## src/rtl/tia_video_capture.sv

```systemverilog
// TIA composite-sync receiver: recovers x/y position and h/frame lock from syn, emits a pixel stream.
// Define TIA_CAPTURE_STATS_EN to build the saturating lock-loss counter on err_cnt.
module tia_video_capture #(
  parameter int LINE_LEN     = 228,
  parameter int HS_MIN       = 12,
  parameter int HS_MAX       = 20,
  parameter int VS_MIN       = 100,
  parameter int VS_LINES_MIN = 2,
  parameter int COLU_W       = 7
) (
  input  logic              clk,
  input  logic              reset_n,
  input  logic              syn,
  input  logic              blank,
  input  logic [COLU_W-1:0] colu,
  output logic [7:0]        pix_x,
  output logic [8:0]        pix_y,
  output logic [COLU_W-1:0] pix_colu,
  output logic              pix_valid,
  output logic              line_start,
  output logic              frame_start,
  output logic [1:0]        lock_state,
  output logic [8:0]        frame_lines,
  output logic [7:0]        err_cnt
);

  typedef enum logic [1:0] {
    ST_UNLOCKED = 2'd0,
    ST_HLOCK    = 2'd1,
    ST_FLOCK    = 2'd2
  } state_e;

  localparam logic [7:0] HS_MIN_C   = 8'(HS_MIN);
  localparam logic [7:0] HS_MAX_C   = 8'(HS_MAX);
  localparam logic [7:0] VS_MIN_C   = 8'(VS_MIN);
  localparam logic [7:0] VS_LINES_C = 8'(VS_LINES_MIN);
  localparam logic [8:0] LINE_LEN_C = 9'(LINE_LEN);
  localparam logic [8:0] TMO_C      = 9'(LINE_LEN + HS_MAX);

  state_e              state_q, state_d;
  logic                syn_q, syn_d;
  logic [7:0]          lo_cnt_q, lo_cnt_d;
  logic [8:0]          pos_q, pos_d;
  logic [8:0]          pix_y_q, pix_y_d;
  logic [COLU_W-1:0]   pix_colu_q, pix_colu_d;
  logic                pix_valid_q, pix_valid_d;
  logic                line_start_q, line_start_d;
  logic                frame_start_q, frame_start_d;
  logic [8:0]          frame_lines_q, frame_lines_d;
  logic [7:0]          vs_cnt_q, vs_cnt_d;
  logic                have_prev_q, have_prev_d;

  logic rise, vs_w, hs_evt, vs_evt, per_ok, timeout;

  always_comb begin
    syn_d   = syn;
    rise    = syn_q && (lo_cnt_q != 8'd0);
    vs_w    = lo_cnt_q >= VS_MIN_C;
    hs_evt  = rise && (((lo_cnt_q >= HS_MIN_C) && (lo_cnt_q <= HS_MAX_C)) || vs_w);
    vs_evt  = rise && vs_w;
    // Period is measured falling-edge to falling-edge so sync width changes (vsync) don't skew it.
    per_ok  = have_prev_q && (pos_q == LINE_LEN_C + {1'b0, lo_cnt_q});
    // A sync pulse in progress defers the timeout until its width is known.
    timeout = syn_q && (pos_q >= TMO_C);

    lo_cnt_d      = syn_q ? 8'd0 : ((lo_cnt_q == 8'hFF) ? lo_cnt_q : lo_cnt_q + 8'd1);
    pos_d         = (pos_q == 9'h1FF) ? pos_q : pos_q + 9'd1;
    pix_y_d       = pix_y_q;
    pix_colu_d    = colu;
    line_start_d  = hs_evt;
    frame_start_d = 1'b0;
    frame_lines_d = frame_lines_q;
    vs_cnt_d      = vs_cnt_q;
    have_prev_d   = have_prev_q;
    state_d       = state_q;

    if (hs_evt) begin
      pos_d       = {1'b0, lo_cnt_q} + 9'd1;
      pix_y_d     = (pix_y_q == 9'h1FF) ? pix_y_q : pix_y_q + 9'd1;
      have_prev_d = 1'b1;
      if (vs_evt) vs_cnt_d = (vs_cnt_q == 8'hFF) ? vs_cnt_q : vs_cnt_q + 8'd1;
      else        vs_cnt_d = 8'd0;
      if (!per_ok) begin
        state_d = ST_UNLOCKED;
      end else if (state_q == ST_UNLOCKED) begin
        state_d = ST_HLOCK;
      end else if (!vs_evt && (vs_cnt_q >= VS_LINES_C)) begin
        state_d       = ST_FLOCK;
        frame_start_d = 1'b1;
        frame_lines_d = (pix_y_q == 9'h1FF) ? pix_y_q : pix_y_q + 9'd1;
        pix_y_d       = 9'd0;
      end
    end else if (timeout) begin
      state_d     = ST_UNLOCKED;
      have_prev_d = 1'b0;
    end

    pix_valid_d = (state_d == ST_FLOCK) && !blank;
  end

  always_ff @(posedge clk or negedge reset_n) begin
    if (!reset_n) begin
      state_q       <= ST_UNLOCKED;
      syn_q         <= 1'b1;
      lo_cnt_q      <= '0;
      pos_q         <= '0;
      pix_y_q       <= '0;
      pix_colu_q    <= '0;
      pix_valid_q   <= 1'b0;
      line_start_q  <= 1'b0;
      frame_start_q <= 1'b0;
      frame_lines_q <= '0;
      vs_cnt_q      <= '0;
      have_prev_q   <= 1'b0;
    end else begin
      state_q       <= state_d;
      syn_q         <= syn_d;
      lo_cnt_q      <= lo_cnt_d;
      pos_q         <= pos_d;
      pix_y_q       <= pix_y_d;
      pix_colu_q    <= pix_colu_d;
      pix_valid_q   <= pix_valid_d;
      line_start_q  <= line_start_d;
      frame_start_q <= frame_start_d;
      frame_lines_q <= frame_lines_d;
      vs_cnt_q      <= vs_cnt_d;
      have_prev_q   <= have_prev_d;
    end
  end

  assign pix_x       = pos_q[8] ? 8'hFF : pos_q[7:0];
  assign pix_y       = pix_y_q;
  assign pix_colu    = pix_colu_q;
  assign pix_valid   = pix_valid_q;
  assign line_start  = line_start_q;
  assign frame_start = frame_start_q;
  assign lock_state  = state_q;
  assign frame_lines = frame_lines_q;

`ifdef TIA_CAPTURE_STATS_EN
  logic       lock_loss;
  logic [7:0] err_cnt_q, err_cnt_d;

  assign lock_loss = (state_q != ST_UNLOCKED) && (state_d == ST_UNLOCKED);
  assign err_cnt_d = (lock_loss && (err_cnt_q != 8'hFF)) ? err_cnt_q + 8'd1 : err_cnt_q;

  always_ff @(posedge clk or negedge reset_n) begin
    if (!reset_n) err_cnt_q <= '0;
    else          err_cnt_q <= err_cnt_d;
  end

  assign err_cnt = err_cnt_q;
`else
  assign err_cnt = 8'd0;
`endif

endmodule

```

## config.mk

```make
export PLATFORM = sky130hd
export DESIGN_NAME = tia_video_capture
export DESIGN_NICKNAME = d
export VERILOG_FILES = /design/src/rtl/tia_video_capture.sv
export SDC_FILE = /design/constraint.sdc
export NUM_CORES = 1
export LEC_CHECK = 0
export ABC_AREA = 1
export CAP_MARGIN = 20
export CORE_MARGIN = 1
export CORE_UTILIZATION = 58
export CTS_CLUSTER_SIZE = 12
export DETAILED_ROUTE_END_ITERATION = 10
export PLACE_DENSITY_LB_ADDON = 0.3
export SETUP_SLACK_MARGIN = 0.02
export SLEW_MARGIN = 25
export SYNTH_ARGS = -nofsm -noshare
export SYNTH_HDL_FRONTEND = slang
export SYNTH_SLANG_ARGS = --single-unit
```

## constraint.sdc

```tcl
create_clock -name clk -period 3.2 [get_ports clk]
set_input_delay 0.64 -clock clk [delete_from_list [all_inputs] [get_ports clk]]
set_output_delay 0.64 -clock clk [all_outputs]
set_load 0.05 [all_outputs]
```

* Word level (Yosys, flattened, before mapping) *
Cells that the tools add are included.

operators by class
  add/sub/neg operators = 6
  $mul = 0
  divide/modulo/power cells = 0
  magnitude comparators = 5
  eq/ne operators = 9
  shift-type cells = 0
  muxes and demuxes = 22
  bitwise gates (word level) = 1
  reductions and logical operators = 16

operators by type and width
  cell                                                            number
  two-way mux 9 bit                                               6
  two-way mux 8 bit                                               5
  adder 9 x 1 -> 9 bit, second input constant                     2
  equality test 9 bit, second input constant                      2
  adder 8 x 1 -> 8 bit, second input constant                     2
  equality test 8 bit, second input constant                      2
  two-way mux 2 bit                                               5
  adder 8 x 1 -> 9 bit, second input constant                     1
  adder 8 x 8 -> 9 bit, first input constant                      1
  equality test 9 bit                                             1
  >= comparator 9 x 8 -> 1 bit, second input constant             1
  >= comparator 8 x 2 -> 1 bit, second input constant             1
  >= comparator 8 x 4 -> 1 bit, second input constant             1
  >= comparator 8 x 7 -> 1 bit, second input constant             1
  less-or-equal comparator 8 x 5 -> 1 bit, second input constant  1
  logical AND 1 bit                                               8
  nonzero test 8 bit                                              1
  two-way mux 1 bit                                               6
  != test 2 bit, second input constant                            3
  AND reduction 4 bit                                             1
  equality test 2 bit, second input constant                      1
  logical NOT 1 bit                                               2
  logical NOT 2 bit                                               1
  AND reduction 2 bit                                             1
  other kinds (3)                                                 3

word-level totals
  bits in registers = 57
  bits in latches = 0
  memory bits (writable) = 0
  memory bits (read-only) = 0
  output and inout port bits = 46
  memories kept = 0

* Logic depth before layout (Yosys ltp) *
  word-level depth = 11
  depth in mapped cells = 18

* Least setup slack after synthesis *
Ideal clock, no wire load.

  path kind = register to register
  start point = register lo_cnt_q[2]
  end point = register pos_q[8]
  library setup time = 116 ps
  data arrival time = 2072 ps
  path slack = 1011 ps
  stages on the path, launching flop included = 18
  buffers on the path = 1
  period minus slack after synthesis = 2189 ps
  path through = dfrtp_1 -> inv_1 -> ha_1 -> nand3_1 -> nor2_1 -> nor2_2 -> nand2_4 -> nand2_4 -> buf_8 -> nand2_1 -> o21ai_2 -> inv_1 -> ha_1 -> nand2_1 -> nor2_1 -> nand2_1 -> nand2_1 -> nand2_1

on the way
  word-level cells in the longest chain between the ends = 5
  elaborated cells between the ends (all ways) = 11

RTL lines
  element                                                                                  RTL line  text
  from (decl)                                                                              42        logic [7:0] lo_cnt_q, lo_cnt_d;
  from (signal assigned)                                                                   118       lo_cnt_q <= lo_cnt_d;
  >= comparator 8 x 4 -> 1 bit or less-or-equal comparator 8 x 5 -> 1 bit (tied branches)  59        hs_evt = rise && (((lo_cnt_q >= HS_MIN_C) && (lo_cnt_q <= HS_MAX_C)) || vs_w);
  logical AND 1 bit                                                                        59
  logical OR 1 bit                                                                         59
  logical AND 1 bit                                                                        59
  != test 2 bit (no line) or two-way mux 9 bit (tied branches)                             --
  to (signal assigned)                                                                     119       pos_q <= pos_d;
  to (decl)                                                                                43        logic [8:0] pos_q, pos_d;

Several ways; a longest one is shown, not always the timed one.
A chain may end at the register's enable or synchronous reset.

* Worst setup path after layout *
  start point = register pos_q[8]
  end point = output pix_x[3]

on the way
  word-level cells in the longest chain between the ends = 1

RTL lines
  element            RTL line  text
  two-way mux 8 bit  131       assign pix_x = pos_q[8] ? 8'hFF : pos_q[7:0];
  to (decl)          16        output logic [7:0] pix_x,

Every way passes these cells.

==> out/metrics.csv <==
metric;value;unit
ys_ff_latch;57;
synth_top_area_share;41.39;%
status;finished clean;
path_clk_slew;0.07;ns
synth.avg_cell_area;7.837;µm²
critPathLaunchType;flip-flop;
powerDensity;486.2;nW/µm²
postSynthCellCount;432;
worst_slack;0.4824;ns
drtPass1Iterations;7;
htree_levels;3;
antenna_cells;0;
tns;0;ns
floorplan.initialDensity;60.74;%
drt_iter0_markers;196;
yosys-top-cells-count;nand2_1, dfrtp_1, nand3_1;
async_reset_ff_share;100.0;%
critPathArrivalTime;2.08;ns
vias;3048;
cts_setup_buffers;0;
yosys_warnings;0;
cts_hold_buf;0;
worst_pin_slew;0.5291;ns
period_needed;2.718;ns
antenna_found_initial;0;
cts_tree;built;
crit_required;2.56;ns
finClkSkew;0.008829;ns
max_freq;0.3680;GHz
num_io_pins;57;
grt_pass1_wl;12620;µm
hold_path_class;input pin to async pin;
die_w;78.41;µm
drt_wl_total;7547;µm
clk_path_buf_depth;2;
synth_flop_cell;dfrtp_1;
synth_area_leaders;dfrtp_1, nand2_1, nand3_1;
core;5574;µm²
fin_cells;560;
dieArea;6147;µm²
hpwl;5479;µm
area_growth;19.03;%
rows;27;
wire_per_inst;13.48;µm
clock-root-buffer;clkbuf_8;
maxCapViolCount;0;
ys_seq_area_share;42.17;%
drc;0;
synth_area;3386;µm²
numClockSinks;57;
routed_via_density;5.443;
synth-edff-count;0;
setup_violations;0;
relSlewSlack;64.60;%
worst-path-max-fanout;9;
nets;503;
finalCritPeriodShare;84.93;%
path_class;flip-flop to output pin;
synth.distinct_cells;36;
endpoint_kind;output pin;
yosysTopAreaCell;dfrtp_1;
clk_latency;0.34;ns
drive_gt1_share;12.30;%
grt_use_total;26.74;%
cts_resized;0;
slew_viol_final;0;
grt_max_degree;38;
gp_congestion;1.012;
ant_nets;0;
portBuffers;48;
die_y;78.41;µm
rsz0062_at_grt;false;
hold_viol_final;0;
pre_cts_ws;0.5648;ns
cts_buffers;9;
grt_pass1_vias;2716;
placed_cells;544;
ir_worst_vdd;0.0004302;V
yosysMostFrequentCell;nand2_1;
p_leak;0.001991;µW
overflow;0;
[per-stage QoR]
step	power, µW	area (µm²)	utilization [%]	hold WS (ns)
after CTS	1968	4030	72.30	0.2576
after global routing	2054	4030	72.30	0.2817
after floorplan	1203	3412	-	0.3444
after global placement	1356	3849	69.05	0.4573
final	1960	4030	72.30	0.2466
after detailed placement	1356	3849	69.05	0.4652
[final timing paths]
path	start	endpoint	slack [ns]	cells past startpoint
worst max-delay path	pos_q[8]$_DFFE_PN0P_	pix_x[3]	0.48	3
worst min-delay path	reset_n	vs_cnt_q[7]$_DFFE_PN0P_	0.25	1
worst max register to register	lo_cnt_q[2]$_DFFE_PN0P_	pos_q[8]$_DFFE_PN0P_	0.49	16
worst min register to register	frame_lines[4]$_DFFE_PN0P_	frame_lines[4]$_DFFE_PN0P_	0.48	2
max in group asynchronous	reset_n	pix_colu[3]$_DFF_PN0_	2.11	2
min in group clk	frame_lines[4]$_DFFE_PN0P_	frame_lines[4]$_DFFE_PN0P_	0.48	2
[layer usage]
layer	wire, µm	part of all wire (%)	up-vias	track usage (%)
met1	3239	43	1423	34.63
met3	651	8.6	18	6.395
met2	3506	46	142	43.60
met5	0	0	-	0
met4	149	2.0	0	9.815
li1	-	-	1465	-
[sequential cells by signal, summed over array words and instances, names as in the netlist]
name	flops
lock_state	2
vs_cnt_q	8
have_prev_q	1
pix_colu	7
pix_y	9
frame_start	1
pos_q	9
line_start	1
lo_cnt_q	8
pix_valid	1
syn_q	1
frame_lines	9
[power breakdown]
group | total (µW) | switching [µW] | internal, µW
sequential | 820 | 55.8 | 764
combinational | 530 | 356 | 175
clock | 609 | 291 | 318
total | 1960 | 702 | 1260
[worst max-delay path: stages (launching register included)]
cell and delay, ns:
dfrtp_1 0.44, clkinv_1 0.27, nand2_1 0.20, clkdlybuf4s50_1 0.82
[kinds of logic (layout without fill, tap and decap cells)]
logic type	Yosys count	in the layout	synth area share [%]
AO/OA/AOI/OAI	45	45	7.391
AND/OR/NAND/NOR	229	229	31.89
flip-flops	57	57	42.17
XOR/XNOR	18	18	4.656
adder cells (fa/ha/maj)	9	9	3.326
other	1	8	0.1108
buffers and inverters	73	122	10.46
[layout by cell type, fill, tap and decap left out, types with 3 or more instances in the layout]
cell type        count
o31ai_1              3
nor4_1               3
clkdlybuf4s50_1     47
o22ai_1              4
nor2_2               6
clkbuf_8            11
dfrtp_1             56
nand4_1              5
nand3_1             49
ha_1                 9
inv_2                6
xor2_1              10
nor2_1              20
nand2_2             15
xnor2_1              8
clkinv_2             4
nor2_4               5
o21ai_0             26
inv_1               48
nor3_1               6
nand2_1            114
a21oi_1              6
conb_1               8
[layout make-up]
type                            count  area (µm²)
Inverter                           57       217.7
Sequential cell                    57        1428
Clock inverter                      5       30.03
Multi-Input combinational cell    309        1630
Fill cell                         422        1544
Tap cell                           72       90.09
Clock buffer                       11       151.4
Timing Repair Buffer               49       483.0
Power figures use the tool's default switching activity.
